<file path="src/rtl/fp16_round_pack.sv">
// FP16 adder output stage: round-to-nearest-even, overflow saturation, pack.
// One round register (S1) feeding a 2-entry output FIFO.
module fp16_round_pack #(
    parameter bit          ROUND_EN = 1'b1,
    parameter int unsigned MAX_EXP  = 30
) (
    input  logic        clk,
    input  logic        rst,
    input  logic        in_valid,
    output logic        in_ready,
    input  logic        in_sign,
    input  logic [15:0] in_mant,
    input  logic [5:0]  in_exp,
    input  logic [1:0]  in_exc,
    output logic        out_valid,
    input  logic        out_ready,
    output logic [15:0] out_result,
    output logic [2:0]  out_flags
);

    localparam logic [6:0] MAXE = 7'(MAX_EXP);

    logic        s1_valid;
    logic        s1_sign;
    logic [12:0] s1_mant;
    logic [5:0]  s1_exp;
    logic [1:0]  s1_exc;

    logic [18:0] mem [2];
    logic        wptr;
    logic        rptr;
    logic [1:0]  cnt;

    logic        push;
    logic        pop;
    logic        full;
    logic        unused_mant;

    assign unused_mant = ^in_mant[15:13];

    assign full      = (cnt == 2'd2);
    assign in_ready  = !s1_valid || !full;
    assign push      = s1_valid && !full;
    assign out_valid = (cnt != 2'd0);
    assign pop       = out_valid && out_ready;

    always_ff @(posedge clk or posedge rst) begin
        if (rst) begin
            s1_valid <= 1'b0;
            s1_sign  <= 1'b0;
            s1_mant  <= '0;
            s1_exp   <= '0;
            s1_exc   <= '0;
        end else if (in_valid && in_ready) begin
            s1_valid <= 1'b1;
            s1_sign  <= in_sign;
            s1_mant  <= in_mant[12:0];
            s1_exp   <= in_exp;
            s1_exc   <= in_exc;
        end else if (push) begin
            s1_valid <= 1'b0;
        end
    end

    logic [9:0]  f;
    logic        g;
    logic        s;
    logic        up;
    logic [10:0] sum;
    logic [6:0]  rexp;
    logic [9:0]  frac;
    logic [15:0] res;
    logic [2:0]  flg;

    assign f    = s1_mant[11:2];
    assign g    = s1_mant[1];
    assign s    = s1_mant[0];
    assign up   = ROUND_EN & g & (s | f[0]);
    assign sum  = {1'b0, f} + {10'b0, up};
    assign rexp = {1'b0, s1_exp} + {6'b0, sum[10]};
    assign frac = sum[10] ? 10'd0 : sum[9:0];

    // Priority: external overflow, underflow/zero, rounded overflow, normal.
    always_comb begin
        res = '0;
        flg = '0;
        if (s1_exc == 2'b01) begin
            res = {s1_sign, 5'h1F, 10'h0};
            flg = 3'b100;
        end else if (s1_exp == 6'd0) begin
            res = {s1_sign, 15'h0};
            flg = {1'b0, (s1_mant != 13'd0), 1'b1};
        end else if (rexp > MAXE) begin
            res = {s1_sign, 5'h1F, 10'h0};
            flg = 3'b110;
        end else begin
            res = {s1_sign, rexp[4:0], frac};
            flg = {1'b0, g | s, 1'b0};
        end
    end

    always_ff @(posedge clk) begin
        if (push) mem[wptr] <= {res, flg};
    end

    always_ff @(posedge clk or posedge rst) begin
        if (rst) begin
            wptr <= 1'b0;
            rptr <= 1'b0;
            cnt  <= 2'd0;
        end else begin
            if (push) wptr <= ~wptr;
            if (pop)  rptr <= ~rptr;
            unique case ({push, pop})
                2'b10:   cnt <= cnt + 2'd1;
                2'b01:   cnt <= cnt - 2'd1;
                default: cnt <= cnt;
            endcase
        end
    end

    assign out_result = out_valid ? mem[rptr][18:3] : 16'h0;
    assign out_flags  = out_valid ? mem[rptr][2:0]  : 3'b000;

endmodule
</file>
<file path="config.mk">
export PLATFORM = sky130hd
export DESIGN_NAME = fp16_round_pack
export DESIGN_NICKNAME = d
export VERILOG_FILES = /design/src/rtl/fp16_round_pack.sv
export SDC_FILE = /design/constraint.sdc
export NUM_CORES = 1
export LEC_CHECK = 0
export CAP_MARGIN = 20
export CORE_MARGIN = 3
export CORE_UTILIZATION = 60
export DETAILED_ROUTE_END_ITERATION = 7
export DONT_BUFFER_PORTS = 1
export PLACE_DENSITY = 0.76
export SETUP_SLACK_MARGIN = 0.02
export SLEW_MARGIN = 20
export SYNTH_ARGS = -nofsm -noshare
export SYNTH_HDL_FRONTEND = slang
export SYNTH_SLANG_ARGS = --single-unit
</file>
<file path="constraint.sdc">
create_clock -name clk -period 3.8 [get_ports clk]
set_input_delay 0.57 -clock clk [delete_from_list [all_inputs] [get_ports clk]]
set_output_delay 0.57 -clock clk [all_outputs]
set_load 0.02 [all_outputs]
</file>
==> Word-level counts from Yosys, hierarchy flattened <==
Memory sizes are Yosys's and may differ from the RTL's.
Index checks and enable logic that the tools add are counted.
{ "word_totals": {"mem_bits_rw": 38, "out_inout_bits": 21, "mem_count": 1, "inputBits": 29, "elab_cells": 48, "regBits": 27} }
{ "mem_list": {"columns": ["name", "depth", "width", "read_ports", "rd_ports_with_merged_regs", "write_ports", "line_no", "source"], "rows": [
  ["mem", 2, 19, 1, 0, 1, "29", "logic [18:0] mem [2];"]
]} }
{ "op_classes": {"addsub": 4, "eq_ne": 4, "reduce_logical": 11, "bitwise_logic": 5, "n_mux": 14, "order_cmp": 1} }
{ "ops": {"columns": ["operator", "count"], "rows": [
  ["$mux W15", 3],
  ["$mux W16", 1],
  ["$reduce_bool A13 Y1", 1],
  ["$mux W3", 4],
  ["$add A10 B1 Y11", 1],
  ["$mux W10", 1],
  ["$add A6 B1 Y7", 1],
  ["$gt A7 B5 Y1 const B", 1],
  ["$logic_not A6 Y1", 1],
  ["$reduce_bool A2 Y1", 3],
  ["$eq A2 B1 Y1 const B", 2],
  ["$eq A2 B2 Y1 const B", 2],
  ["$mux W1", 4],
  ["$pmux W2 S2", 1],
  ["$logic_and A1 B1 Y1", 3],
  ["$add A2 B1 Y2 const B", 1],
  ["$logic_not A1 Y1", 2],
  ["$not A1 Y1", 2],
  ["$or A1 B1 Y1", 2],
  ["$sub A2 B1 Y2 const B", 1],
  ["$and A1 B1 Y1", 1],
  ["$logic_or A1 B1 Y1", 1]
]} }

==> Logic depth before layout (Yosys ltp) <==
Gate-level depths: netlist of the first run.
{ "depth": {"ltp_word": 8, "mapped_depth": 11, "mapped_depth_nobuf": 10} }

==> Worst setup path after synthesis of the first run <==
Ideal clock, no wire load.
{ "synth_path": {"path_kind": "reg2reg", "startpoint": "reg s1_mant[2]", "endpoint": "mem mem[0][14], data pin", "path_buffers": 1, "t_required_ns": 3.536, "stages_incl_launch_ff": 12, "setup_slack_ns": 0.981, "t_arrival_ns": 2.555, "path_cell_list": "dfrtp_1 -> o21a_1 -> ha_1 -> ha_1 -> nand2_1 -> nor2_1 -> ha_1 -> and3_4 -> nand4_1 -> a221o_1 -> buf_6 -> o21bai_1"} }
{ "synth_via": {"elab_chain_cells": 8} }
{ "synth_lines": {"columns": ["item", "line_no", "source"], "rows": [
  ["start, declared", "25", "logic [12:0] s1_mant;"],
  ["start signal, assigned", "57", "s1_mant <= in_mant[12:0];"],
  ["$or A1 B1 Y1", "78", "assign up = ROUND_EN & g & (s | f[0]);"],
  ["$and A1 B1 Y1", "78", null],
  ["$add A10 B1 Y11 (*)", "79", "assign sum = {1'b0, f} + {10'b0, up};"],
  ["$add A6 B1 Y7 (*)", "80", "assign rexp = {1'b0, s1_exp} + {6'b0, sum[10]};"],
  ["$gt A7 B5 Y1", "93", "end else if (rexp > MAXE) begin"],
  ["$mux W15 (*)", "93", null],
  ["$mux W15 (*)", "90", "end else if (s1_exp == 6'd0) begin"],
  ["$mux W15 (*)", "87", "if (s1_exc == 2'b01) begin"],
  ["named net res[11]", "72", "logic [15:0] res;"],
  ["end, declared", "29", null]
]} }
Mark *: on every way through the listed nets, which the timed path passes. The rest lies on a longest branch.

==> Final worst setup path of the first run <==
{ "layout_path": {"startpoint": "reg s1_mant[2]", "endpoint": "mem mem[0][8], data pin"} }
{ "layout_via": {"elab_chain_cells": 8, "elab_cells_between_ends": 9, "classes_between": "2 x add/sub; 1 x order compare; 4 x mux; 2 x bitwise"} }
{ "layout_lines": {"columns": ["item", "line_no"], "rows": [
  ["$or A1 B1 Y1", "78"],
  ["$and A1 B1 Y1", "78"],
  ["$add A10 B1 Y11 (*)", "79"],
  ["$add A6 B1 Y7", "80"],
  ["$gt A7 B5 Y1", "93"],
  ["$mux W15 (*)", "93"],
  ["$mux W15 (*)", "90"],
  ["$mux W15 (*)", "87"],
  ["named net res[5]", "72"]
]} }
Marks and branches as above.

==> impl_metrics.ini, run 1 <==
[place]
post-place-ws_ns = 0.4861
globalplace.congestion = 0.7792
dp_hpwl_mm = 3.749
numPortBuffers = 0

[die]
start_util_pct = 63.01
fp-row-count = 25
die_area_mm2 = 0.005948
pin_count = 50
die_h_um = 77.13
die_w_um = 77.13
core_mm2 = 0.004817

[run]
drv_cap = 0

[final_layout]
layout.nets = 269
mostFrequentLayoutCells = 38 x edfxtp_1, 28 x nor2_1, 27 x dfrtp_1, 20 x mux2i_1, 15 x mux2_1
final_common_cell = edfxtp_1
antenna-diode-count = 0
nFillCells = 374
synthToLayoutAreaGrowth_pct = 9.522
layout-drive-gt1-share_pct = 12.92

[routing]
wl_mm = 5.405
avgRoutedWirePerCell_um = 17.61
drc = 0
dr.pass1.iters = 4
vias = 1764
drt_iter0_drc = 138
via_per_inst = 5.746
ant_nets = 0

[clocking]
clk-insertion-delay-late_ns = 0.34
clockBufferDepth = 2
clk_pin_slew_worst_paths_ns = 0.07
cts_setup_buffers = 0
root_buffer = clkbuf_8
cts_resized = 0
numCtsBuffers = 9
ctsHtreeMaxLevel = 3
cts_hold_buffers = 0
clock-sinks = 65
cts_tree = done

[synthesis]
syn_nets = 265
synthCells = 231
syn_area_per_cell_um2 = 13.14
ys.warnings.count = 0
synth_top_flop_cell = edfxtp_1
netlist_area_mm2 = 0.003035
synthArstFlopShare_pct = 41.54
yosysSeqAreaShare_pct = 59.85
synth_edf_count = 38
ys_types = 36
synth_seq_cells = 65

[global_route]
grtUsageTotal_pct = 19.41
grt-ovfl-total = 0
grt_pass1_vias = 1718
grt_pass1_wl_mm = 8.625
grt_max_degree = 28
antenna_found_initial = 0

[critical_path]
crit_type = reg2reg
r2r_cells = 10
cp.required_ns = 3.86
arrival_ns = 3.45
path_max_fanout = 15
startpoint_type = register
end_kind = register

[worst_hold_path]
hp-class = in2async

[sta]
fin_tns_setup_ns = 0
slew_headroom_pct = 28.54
worst_slew_pin_slew_ns = 1.072
period_minus_slack_ns = 3.383
period_share_pct = 89.02
skew_ns = 0.01063
rsz0062_at_grt = false
final_max_slew_viol_count = 0
hold-worst-slack_ns = 0.09122
fmax_mhz = 295.6
hold_viol_final = 0
setup_violations = 0
setup_slack_ns = 0.4171

[pwr]
cellPowerDensity_mw_per_mm2 = 837.7
leakagePower_nw = 1.288
ir_worst_vdd_uv = 429.8

[status]
status = finished clean
-- state kept, by name (all words and copies together), names as in the netlist --
name      cells
s1_exp        6
wptr          1
s1_sign       1
s1_exc        2
s1_valid      1
rptr          1
s1_mant      13
mem          38
cnt           2
-- routing by layer --
metal | global-route usage [%] | vias to the layer above | wire [µm]
li1 | - | 843 | -
met1 | 24.76 | 858 | 2387
met5 | 0 | - | 0
met3 | 6.221 | 9 | 328
met2 | 29.19 | 54 | 2593
met4 | 11.03 | 0 | 96
-- stage by stage --
step	area [µm²]	util (%)	instances	total power, mW
finish	3324	69.01	307	2.785
CTS	3297	68.44	306	2.796
global route	3324	69.01	307	2.941
global placement	3075	63.84	289	2.097
detailed placement	3083	64.00	290	2.166
floorplan	3035	-	231	1.986
-- worst max-delay path, cell delays in order, from the launching register on --
cell and delay [ns]:
dfrtp_1 0.42, o21a_1 0.19, ha_1 0.19, ha_1 0.25, nand2_1 0.09, nor2_1 0.08
ha_1 0.24, and3_4 0.22, a31o_1 0.24, a221o_1 0.60, nor4_1 0.60
-- path summary, 6_finish.rpt --
kind / slack [ns] / endpoint / from
max: 0.42 / mem[0][8] / s1_mant[2]
min: 0.09 / cnt[1] / rst
max reg2reg: 0.42 / mem[0][8] / s1_mant[2]
min reg2reg: 0.49 / mem[1][18] / s1_sign
max in group asynchronous: 3.28 / s1_mant[2] / rst
min in group clk: 0.35 / s1_valid / in_valid
-- synth_stat cells, types with 3 or more instances --
| library cell | number | area [µm²] |
|---|---|---|
| edfxtp_1 | 38 | 1141 |
| mux2i_1 | 20 | 200.2 |
| mux2_1 | 15 | 168.9 |
| mux2_2 | 7 | 78.83 |
| and3_1 | 5 | 31.28 |
| nand3_1 | 8 | 40.04 |
| dfrtp_1 | 27 | 675.7 |
| nor2b_1 | 3 | 18.77 |
| nand2b_1 | 4 | 25.02 |
| xor2_1 | 10 | 87.58 |
| ha_1 | 5 | 62.56 |
| nor2_1 | 28 | 105.1 |
| clkbuf_1 | 6 | 22.52 |
| nor4_1 | 6 | 37.54 |
| nand2_1 | 9 | 33.78 |
| xnor2_1 | 7 | 61.31 |
| nor3_2 | 6 | 60.06 |
| nand4_1 | 4 | 25.02 |
-- power by group --
part | switching [mW] | leakage, nW | internal, mW | total [mW]
registers | 0.202 | 0.665 | 1.05 | 1.25
clock network | 0.247 | 0.108 | 0.385 | 0.632
logic | 0.585 | 0.515 | 0.319 | 0.904
total | 1.03 | 1.29 | 1.75 | 2.78
-- cell families (layout without fill, tap and decap cells) --
kind of cell,after synthesis,count (layout),share of synthesized area (%)
mux,42,42,14.76
fa+ha+maj,5,5,2.061
simple gates,78,78,13.64
buf+inv,13,22,2.185
compound gates,11,11,2.597
flops,65,65,59.85
xor+xnor,17,17,4.905
-- area by class of cell --
| type | instances | area, µm² | area share [%] |
|---|---|---|---|
| Clock buffer | 12 | 145.1 | 4.366 |
| Clock inverter | 4 | 68.82 | 2.070 |
| Inverter | 2 | 7.507 | 0.2258 |
| Multi-Input combinational cell | 153 | 1152 | 34.66 |
| Sequential cell | 65 | 1817 | 54.65 |
| Tap cell | 67 | 83.83 | 2.522 |
| Timing Repair Buffer | 4 | 50.05 | 1.505 |
(Power assumes the default switching activity.)
==> run 2: changes to the inputs <==
--- a/config.mk
+++ b/config.mk
@@ -10,6 +10,7 @@
 export CORE_UTILIZATION = 60
 export DETAILED_ROUTE_END_ITERATION = 7
 export DONT_BUFFER_PORTS = 1
+export MAX_ROUTING_LAYER = met4
 export PLACE_DENSITY = 0.76
 export SETUP_SLACK_MARGIN = 0.02
 export SLEW_MARGIN = 20
==> impl_metrics.ini, run 2 (synthesized netlist as in run 1, its figures left out) <==
[final_layout]
final_core_util_pct = 69.01
layout.nets = 269
largest_reg_flops = 38
reg_top3 = mem x38, s1_mant x13, s1_exp x6
synthToLayoutAreaGrowth_pct = 9.522
stdcell_count = 307
mostFrequentLayoutCells = 38 x edfxtp_1, 28 x nor2_1, 27 x dfrtp_1, 20 x mux2i_1, 15 x mux2_1
final_common_cell = edfxtp_1
layout-drive-gt1-share_pct = 12.92
antenna-diode-count = 0
largest-register = mem

[sta]
period_minus_slack_ns = 3.396
slew_headroom_pct = 28.69
hold-worst-slack_ns = 0.09580
fmax_mhz = 294.5
final_max_slew_viol_count = 0
setup_violations = 0
rsz0062_at_grt = false
worst_slew_pin_slew_ns = 1.070
period_share_pct = 89.37
hold_viol_final = 0
skew_ns = 0.009621
fin_tns_setup_ns = 0

[clocking]
cts_tree = done
clock-sinks = 65
clk_pin_slew_worst_paths_ns = 0.07
numCtsBuffers = 9
cts_hold_buffers = 0
clk-insertion-delay-late_ns = 0.33
clockBufferDepth = 2
cts_resized = 0
root_buffer = clkbuf_8
cts_setup_buffers = 0
ctsHtreeMaxLevel = 3

[die]
fp-row-count = 25
pin_count = 50
die_h_um = 77.13
core_mm2 = 0.004817
start_util_pct = 63.01
die_area_mm2 = 0.005948
die_w_um = 77.13

[critical_path]
startpoint_type = register
path_max_fanout = 15
arrival_ns = 3.45
end_kind = register
crit_type = reg2reg
cp.required_ns = 3.86

[global_route]
grt_max_degree = 28
antenna_found_initial = 0
met2_usage_pct = 29.19
grt-busiest-layer = met2
grtUsageTotal_pct = 19.96
grt_pass1_wl_mm = 8.631
use_met3_pct = 4.812
use_met1_pct = 25.24
grt_pass1_vias = 1711
grt-ovfl-total = 0

[routing]
avgRoutedWirePerCell_um = 17.50
vias = 1752
drt_iter0_drc = 142
wl_mm = 5.371
dr.pass1.iters = 4
ant_nets = 0
via_per_inst = 5.707
drc = 0

[pwr]
cellPowerDensity_mw_per_mm2 = 836.2
leakagePower_nw = 1.288
total_power_mw = 2.780
ir_worst_vdd_uv = 430.4

[place]
globalplace.congestion = 0.7899
numPortBuffers = 0
dp.cells = 290
dp_hpwl_mm = 3.749

[run]
drv_cap = 0

[status]
status = finished clean

[worst_hold_path]
hp-class = in2async
[run 2: cell counts in the layout (fill, tap and decap cells not counted)]
Identical to the previous run, type by type.
[run 2: where the power goes]
part	total (mW)	switching, mW	internal [mW]	leakage (nW)
logic	0.903	0.585	0.319	0.515
clock network	0.627	0.243	0.385	0.108
registers	1.25	0.202	1.05	0.665
[run 2: cell type report]
cell class	instances	area [µm²]
clock buffer	12	145.1
fill	374	1493
timing repair buffer	4	50.05
sequential	65	1817
clock inverter	4	68.82
inverter	2	7.507
multi-input combinational	153	1152
tap	67	83.83
[run 2: stage by stage]
| stage | worst slack, ns | instance area, µm² |
|---|---|---|
| floorplan | 0.9814 | 3035 |
| global placement | 0.7071 | 3075 |
| detailed placement | 0.4861 | 3083 |
| CTS | 0.4536 | 3297 |
| global route | 0.2511 | 3324 |
| finish | 0.4041 | 3324 |
[run 2: critical path: stages (launching register included)]
cell     delay (ns)
dfrtp_1        0.42
o21a_1         0.19
ha_1           0.19
ha_1           0.25
nand2_1        0.09
nor2_1         0.08
ha_1           0.25
and3_4         0.22
a31o_1         0.24
a221o_1        0.60
nor4_1         0.61
[run 2: per-layer routing]
metal | vias to the layer above | share of wire [%]
met5 | - | 0
li1 | 842 | -
met4 | 0 | 1.7
met1 | 848 | 46
met2 | 54 | 48
met3 | 8 | 4.6
[run 2: path summary, 6_finish.rpt]
kind	startpoint	cells past startpoint	endpoint	slack, ns
setup / recovery	s1_mant[2]	10	mem[0][8]	0.40
hold / removal	rst	1	cnt[1]	0.1
setup reg to reg	s1_mant[2]	10	mem[0][8]	0.40
hold reg to reg	s1_sign	0	mem[1][18]	0.48
max in group asynchronous	rst	2	s1_mant[2]	3.28
min in group clk	in_valid	1	s1_valid	0.35
==> run 3: changes to the inputs <==
--- a/config.mk
+++ b/config.mk
@@ -7,11 +7,10 @@
 export LEC_CHECK = 0
 export CAP_MARGIN = 20
 export CORE_MARGIN = 3
-export CORE_UTILIZATION = 60
+export CORE_UTILIZATION = 26
 export DETAILED_ROUTE_END_ITERATION = 7
 export DONT_BUFFER_PORTS = 1
 export MAX_ROUTING_LAYER = met4
-export PLACE_DENSITY = 0.76
 export SETUP_SLACK_MARGIN = 0.02
 export SLEW_MARGIN = 20
 export SYNTH_ARGS = -nofsm -noshare
==> impl_metrics.ini, run 3 (synthesized netlist as in run 1, its figures left out) <==
[sta]
rsz0062_at_grt = false
skew_ns = 0.006555
fin_tns_setup_ns = 0
period_minus_slack_ns = 3.345
final_max_slew_viol_count = 0
slew_headroom_pct = 33.00
setup_violations = 0
fmax_mhz = 298.9
period_share_pct = 88.04
hold_viol_final = 0
worst_slew_pin_slew_ns = 1.004

[final_layout]
stdcell_count = 379
largest_reg_flops = 38
synthToLayoutAreaGrowth_pct = 17.44
mostFrequentLayoutCells = 38 x edfxtp_1, 27 x nor2_1, 26 x dfrtp_1, 20 x mux2i_1, 15 x mux2_1
layout.nets = 268
layout-drive-gt1-share_pct = 14.23
largest-register = mem
reg_top3 = mem x38, s1_mant x13, s1_exp x6
final_common_cell = edfxtp_1
antenna-diode-count = 0
nFillCells = 1142
final_area_mm2 = 0.003565

[routing]
wl_mm = 5.923
vias = 1720
drc = 0
drt_iter0_drc = 44
ant_nets = 0
dr.pass1.iters = 4
via_per_inst = 4.538
avgRoutedWirePerCell_um = 15.63

[critical_path]
startpoint_type = register
cp_common_cell = ha_1
startpoint = s1_mant[2]
path_max_fanout = 15
slowest_delay_ns = 0.61
cp.required_ns = 3.88
r2r_slack_ns = 0.45
arrival_ns = 3.43
timing.rr.end = mem[1][8]
cpMaxStageDelayCell = a221o_1
crit_type = reg2reg
r2r_cells = 11
r2r_start = s1_mant[2]
end_kind = register
cp_cell_sequence = o21a_1, ha_1, ha_1, nand2_1, nor2_1, buf_4, ha_1, and3_4, a31o_1, a221o_1, nor4_1

[die]
die_w_um = 114.1
die_area_mm2 = 0.01301
start_util_pct = 27.28
core_mm2 = 0.01113
fp-row-count = 38
die_h_um = 114.1
pin_count = 50

[status]
status = finished clean

[place]
numPortBuffers = 0
post_dp_cell_area_mm2 = 0.003169
globalplace.congestion = 0.7372
dp.cells = 362
dp_hpwl_mm = 4.255

[pwr]
ir_worst_vdd_uv = 347.8
total_power_mw = 3.172
cellPowerDensity_mw_per_mm2 = 889.8
leakagePower_nw = 1.348

[clocking]
clk-insertion-delay-late_ns = 0.32
ctsHtreeMaxLevel = 3
cts_tree = done
numCtsBuffers = 9
clock-sinks = 65
cts_resized = 0
clk_pin_slew_worst_paths_ns = 0.06
clockBufferDepth = 2
cts_hold_buffers = 0
cts_setup_buffers = 0
root_buffer = clkbuf_16

[worst_hold_path]
hp-class = in2async

[global_route]
grt_max_degree = 28
grt_pass1_vias = 1757
grt_pass1_wl_mm = 9.584
antenna_found_initial = 0
grt-ovfl-total = 0
grtUsageTotal_pct = 10.04

[run]
drv_cap = 0
-- run 3: cell types whose count changed in the layout (fill, tap and decap cells not counted), sizes merged --
cell,previous run,this run
clkinv,2,3
clkbuf,12,9
buf,4,3
bufinv,2,4
-- run 3: area by class of cell --
| type | instances | area (µm²) | area share, % |
|---|---|---|---|
| well taps | 140 | 175.2 | 4.914 |
| clock buffers | 9 | 225.2 | 6.318 |
| clock inverters | 7 | 141.4 | 3.966 |
| multi-input cells | 153 | 1155 | 32.40 |
| repair buffers | 3 | 42.54 | 1.193 |
| flip-flops and latches | 65 | 1818 | 51.00 |
| inverters | 2 | 7.507 | 0.2106 |
-- run 3: routing by layer --
| metal | vias to the layer above | GRT usage (%) | wire length [µm] |
|---|---|---|---|
| met3 | 10 | 3.171 | 243 |
| li1 | 847 | - | - |
| met4 | 0 | 3.880 | 86 |
| met1 | 821 | 14.30 | 3133 |
| met5 | - | - | 0 |
| met2 | 42 | 13.19 | 2460 |
-- run 3: through the flow --
| stage | utilization, % | setup WS [ns] | hold slack (ns) |
|---|---|---|---|
| floorplan | - | 0.9814 | 0.4382 |
| global placement | 28.49 | 0.6033 | 0.4510 |
| detailed placement | 28.49 | 0.4817 | 0.4636 |
| CTS | 31.78 | 0.4520 | 0.3488 |
| global route | 32.04 | 0.2361 | 0.06565 |
| finish | 32.04 | 0.4546 | 0.05813 |
-- run 3: power by group --
part / leakage (nW) / switching [mW] / total [mW] / internal, mW
Combinational: 0.506 / 0.609 / 0.918 / 0.309
Sequential: 0.664 / 0.195 / 1.25 / 1.05
Clock: 0.178 / 0.300 / 1.01 / 0.708
-- run 3: worst max-delay path: cells and delay by family (launching register included) --
family / cells / cell delay (ns)
AND/OR/NAND/NOR: 4 / 0.83
flip-flops: 1 / 0.41
buffers and inverters: 1 / 0.16
AO/OA/AOI/OAI: 3 / 1.03
adder cells (fa/ha/maj): 3 / 0.68
-- run 3: worst max path at each step --
stage	to	slack (ns)	depth (start not counted)
after floorplan	mem[0][14]	0.98	11
after global placement	mem[1][8]	0.60	11
after detailed placement	mem[1][8]	0.48	11
after CTS	mem[1][8]	0.45	11
after global routing	mem[1][8]	0.24	11
final	mem[1][8]	0.45	11
